### config.mk
export PLATFORM = sky130hd
export DESIGN_NAME = rx_char_fifo
export DESIGN_NICKNAME = d
export VERILOG_FILES = /design/src/rtl/rx_char_fifo.sv
export SDC_FILE = /design/constraint.sdc
export NUM_CORES = 1
export LEC_CHECK = 0
export ABC_CLOCK_PERIOD_IN_PS = 2500
export BUFFER_PORTS_ARGS = -buffer_cell sky130_fd_sc_hd__buf_2
export CAP_MARGIN = 20
export CELL_PAD_IN_SITES_DETAIL_PLACEMENT = 0
export CELL_PAD_IN_SITES_GLOBAL_PLACEMENT = 1
export CORE_ASPECT_RATIO = 0.75
export CORE_MARGIN = 4
export CORE_UTILIZATION = 38
export DETAILED_ROUTE_END_ITERATION = 16
export PLACE_DENSITY = 0.71
export SYNTH_ARGS = -nofsm -noshare
export SYNTH_HDL_FRONTEND = slang
export SYNTH_SLANG_ARGS = --single-unit
export TNS_END_PERCENT = 100
### constraint.sdc
create_clock -name CLK -period 2.5 [get_ports CLK]
set_clock_uncertainty 0.05 [all_clocks]
set_input_delay 0.5 -clock CLK [delete_from_list [all_inputs] [get_ports CLK]]
set_output_delay 0.5 -clock CLK [all_outputs]
set_load 0.02 [all_outputs]
### src/rtl/rx_char_fifo.sv
// ----------------------------------------------------------------------------
// rx_char_fifo
//   Receive-side character buffer sitting just downstream of the async serial
//   interface. Each rising edge of the iLoad level captures the 7-bit word iD
//   into a small FIFO. The oldest character is presented on DataOut with a
//   Valid/Read handshake, and a sticky Overrun flag records any character
//   that had to be dropped because the buffer was full.
//
// Ports
//   CLK       in   1      system clock, all state on rising edge
//   Reset     in   1      synchronous active-high reset, dominates all inputs
//   iD        in   7      parallel character from the serial interface
//   iLoad     in   1      load strobe (level); one push per rising edge
//   Read      in   1      consumer pop request, honoured only while Valid
//   ClearErr  in   1      clears the sticky Overrun flag
//   DataOut   out  7      head character, 7'h00 while Empty
//   Valid     out  1      DataOut holds a character
//   Empty     out  1      occupancy is zero
//   Full      out  1      occupancy equals DEPTH
//   Overrun   out  1      sticky: a character was dropped on a full buffer
//   Count     out  CNT_W  current occupancy
// ----------------------------------------------------------------------------
module rx_char_fifo #(
    parameter int DEPTH = 4,
    parameter int CNT_W = 3
) (
    input  logic             CLK,
    input  logic             Reset,
    input  logic [6:0]       iD,
    input  logic             iLoad,
    input  logic             Read,
    input  logic             ClearErr,
    output logic [6:0]       DataOut,
    output logic             Valid,
    output logic             Empty,
    output logic             Full,
    output logic             Overrun,
    output logic [CNT_W-1:0] Count
);

    localparam int PTR_W = $clog2(DEPTH);

    logic [6:0]       mem_q [DEPTH];
    logic [PTR_W-1:0] wr_ptr_q, wr_ptr_d;
    logic [PTR_W-1:0] rd_ptr_q, rd_ptr_d;
    logic [CNT_W-1:0] cnt_q, cnt_d;
    logic             ovr_q, ovr_d;
    logic             load_q;

    logic push, pop, wr_en, drop;
    logic empty, full;

    assign empty = (cnt_q == '0);
    assign full  = (cnt_q == CNT_W'(DEPTH));

    always_comb begin
        // Edge-detect the load level so a long strobe yields a single push.
        push  = iLoad & ~load_q;
        pop   = Read & ~empty;
        // A simultaneous pop frees the slot a full buffer needs for the write.
        wr_en = push & (~full | pop);
        drop  = push & full & ~pop;

        wr_ptr_d = wr_ptr_q;
        rd_ptr_d = rd_ptr_q;
        cnt_d    = cnt_q;

        if (wr_en) wr_ptr_d = wr_ptr_q + PTR_W'(1);
        if (pop)   rd_ptr_d = rd_ptr_q + PTR_W'(1);

        if (wr_en && !pop)      cnt_d = cnt_q + CNT_W'(1);
        else if (pop && !wr_en) cnt_d = cnt_q - CNT_W'(1);

        // Setting on a drop takes priority over a same-cycle clear.
        if (drop)          ovr_d = 1'b1;
        else if (ClearErr) ovr_d = 1'b0;
        else               ovr_d = ovr_q;
    end

    always_ff @(posedge CLK) begin
        if (Reset) begin
            wr_ptr_q <= '0;
            rd_ptr_q <= '0;
            cnt_q    <= '0;
            ovr_q    <= 1'b0;
            // Held high so an iLoad level present at reset release is ignored.
            load_q   <= 1'b1;
        end else begin
            wr_ptr_q <= wr_ptr_d;
            rd_ptr_q <= rd_ptr_d;
            cnt_q    <= cnt_d;
            ovr_q    <= ovr_d;
            load_q   <= iLoad;
        end
    end

    // Storage is not reset; DataOut masking below hides stale contents.
    always_ff @(posedge CLK) begin
        if (!Reset && wr_en) begin
            mem_q[wr_ptr_q] <= iD;
        end
    end

    assign DataOut = empty ? 7'h00 : mem_q[rd_ptr_q];
    assign Valid   = ~empty;
    assign Empty   = empty;
    assign Full    = full;
    assign Overrun = ovr_q;
    assign Count   = cnt_q;

endmodule

==> impl_metrics.csv <==
group,metric,value,unit
logic_synthesis,synth_fp_nets,121,
logic_synthesis,synth_cells,103,
floorplan,initial_core_util,39.7,%
clock_tree,post_cts_resized,0,
floorplan,rows,20,
clock_tree,cts_root_buf,"clkbuf_8",
final_layout,drive_gt1_share,33.8,%
timing,rsz0062_at_grt,"false",
timing,worst_pin_slew,0.490,ns
route,via_per_inst,4.71,
logic_synthesis,synth-seq-cells,39,
route,final_antenna_net_count,0,
min_path,min_from,"iLoad",
power_and_ir_drop,peakVddDrop,0.000389,V
job,drv_cap,0,
timing,max_freq,0.429,GHz
floorplan,die_w,83.4,um
critical_path,r2r_end,"Count[2]$_SDFFE_PP0P_",
route,wl_per_cell,14.4,um
clock_tree,clkSinkCount,39,
min_path,hold_depth,2,
timing,slew-limit-headroom,67.3,%
grt,grt_pass1_vias,932,
power_and_ir_drop,combPwrFrac,33.9,%
placed_design,pre_cts_ws,0.237,ns
critical_path,slowest_stage,"dfxtp_1",
route,vias,885,
route,first_pass_iters,4,
grt,grtUsageTotal,11.5,%
final_layout,area_growth,18.3,%
power_and_ir_drop,powerDensity,1070,nW/um^2
timing,period_minus_slack,2.33,ns
critical_path,critPathLaunchType,"register",
clock_tree,path_clk_slew,0.08,ns
critical_path,end_kind,"output pin",
timing,setup_ws,0.171,ns
clock_tree,cts_hold_buf,0,
clock_tree,clockBufferDepth,2,
timing,setup_viol,0,
clock_tree,tritoncts,"yes",
route,drt_iter0_drc,104,
critical_path,crit_required,1.95,ns
grt,antenna_found_initial,0,
power_and_ir_drop,p_int,1.34,mW
power_and_ir_drop,clock_power_share,24.9,%
critical_path,worstPathCellList,"mux4_2 -> nor2b_1 -> buf_2",
critical_path,rr_worst_depth,7,
power_and_ir_drop,leakagePower,0.708,nW
logic_synthesis,synth_area_per_cell,15.7,um^2
clock_tree,clock_latency,0.28,ns
timing,finalHoldViolations,0,
floorplan,die_area,5380,um^2
final_layout,fillCellCount,357,
min_path,hold_path_end,"load_q$_SDFF_PP1_",
critical_path,rrSetupSlack,0.28,ns
placed_design,portBuffers,25,
placed_design,gp_congestion,0.693,
final_layout,final_cell_mix,"edfxtp_1, buf_2, dfxtp_1",
logic_synthesis,synth_area,1620,um^2
clock_tree,cts_buffers,5,
critical_path,critPathArrivalTime,1.78,ns
timing,finalSetupTns,0,ns
grt,grt_max_degree,14,
route,route.detailed.drc,0,
grt,grt_overflow_total,0,
power_and_ir_drop,p_sw_share,34.6,%
critical_path,path_max_fanout,7,
clock_tree,h-tree-depth,2,
power_and_ir_drop,pwr-share-seq,41.2,%
critical_path,cp_slowest_stage_delay,0.63,ns
timing,finalCritPeriodShare,93.2,%
logic_synthesis,synth-warning-count,0,
critical_path,rr_startpoint,"Count[0]$_SDFFE_PP0P_",
logic_synthesis,ys_seq_area_share,65.5,%
logic_synthesis,synth.distinct_cells,25,
power_and_ir_drop,p_switching,0.710,mW
status,status,"finished, final reports clean",
critical_path,critPathKind,"register to output pin",
min_path,min_path_type,"input port to register",
grt,grt_pass1_wl,4540,um
timing,finalMaxSlewViolations,0,
clock_tree,post_cts_buffers,0,
placed_design,dp_hpwl,1920,um
final_layout,final_common_cell,"edfxtp_1",
route,wirelength,2700,um
final_layout,antenna_cells,0,
floorplan,pin_count,26,
floorplan,core,4080,um^2
final_layout,nets,150,
floorplan,die_y,64.6,um
-- sequential cells by signal, indices dropped and copies added, names as in the netlist, named ones only --
signal	flops
mem_q	28
Count	3
rd_ptr_q	2
wr_ptr_q	2
Overrun	1
load_q	1
-- power groups by stage --
stage                     logic [mW]  registers [mW]  clock network, mW
final                          0.697           0.847              0.511
after global routing           0.760           0.869              0.558
after floorplan                0.503           0.839                  0
after global placement         0.698           0.862                  0
after CTS                      0.708           0.851              0.524
after detailed placement       0.707           0.866                  0
-- layout make-up --
| cell class | instances | area, um^2 | share of cell area (%) |
|---|---|---|---|
| sequential | 39 | 1060 | 55.4 |
| multi-input combinational | 56 | 527 | 27.5 |
| timing repair buffer | 26 | 133 | 6.92 |
| clock buffer | 5 | 68.8 | 3.59 |
| tap | 55 | 68.8 | 3.59 |
| clock inverter | 3 | 43.8 | 2.28 |
| inverter | 4 | 15.0 | 0.783 |
-- through the flow --
step	std cells	instance area, um^2	utilization, %	power, mW	hold slack, ns
floorplan	103	1620	-	1.34	0.409
global placement	180	1800	44.2	1.56	0.404
detailed placement	180	1800	44.2	1.57	0.427
CTS	188	1920	47.0	2.08	0.360
global route	188	1920	47.0	2.19	0.359
finish	188	1920	47.0	2.05	0.369
-- cells by family after synthesis --
family	synth area share, %
and+or+nand+nor	11.9
muxes	11.9
DFF	65.5
AOI/OAI and AO/OA	2.01
adders and majority gates	5.10
buffers and inverters	2.01
xor gates and xnor gates	1.62
-- per-layer routing --
metal | wire, um | track usage, %
met1 | 1210 | 13.3
met2 | 1310 | 18.8
met3 | 114 | 3.68
met4 | 57 | 6.73
met5 | 0 | 0
-- worst max-delay path by stage --
| stage | start | endpoint | slack [ns] | cells past startpoint |
|---|---|---|---|---|
| 5_1_grt | register | DataOut[1] | 0.02 | 3 |
| 4_1_cts | register | DataOut[4] | 0.11 | 3 |
| 3_5_place_dp | iLoad | Count[2]$_SDFFE_PP0P_ | 0.24 | 9 |
| 2_1_floorplan | Count[0]$_SDFFE_PP0P_ | Count[2]$_SDFFE_PP0P_ | 0.33 | 8 |
| 6_report | register | DataOut[0] | 0.17 | 3 |
| 3_3_place_gp | iLoad | Count[2]$_SDFFE_PP0P_ | 0.29 | 9 |
-- critical path: cells and delay by family, from the launching register on --
kind,cells,cell delay [ns]
flip-flops,1,0.63
multiplexers,1,0.57
buffers and inverters,1,0.15
AND/OR/NAND/NOR,1,0.14
-- cells in the mapped netlist (all sizes together) --
cell type	instances	area share, %
o21ai	2	0.62
dfxtp	11	14
o31ai	1	0.46
inv	4	0.93
fa	1	1.2
and2	4	1.5
edfxtp	28	52
nor2	7	1.8
nor3	2	0.62
clkbuf	2	0.46
xor2	3	1.6
mux2i	2	1.2
nor2b	7	2.7
nand2	1	0.23
nand2b	5	1.9
or2	1	0.39
buf	2	0.62
or3	2	0.77
mux4	7	9.7
nor4b	1	1.5
mux2	1	0.93
a21oi	3	0.93
ha	5	3.9
nor3b	1	0.46
(Power assumes the default switching activity.)
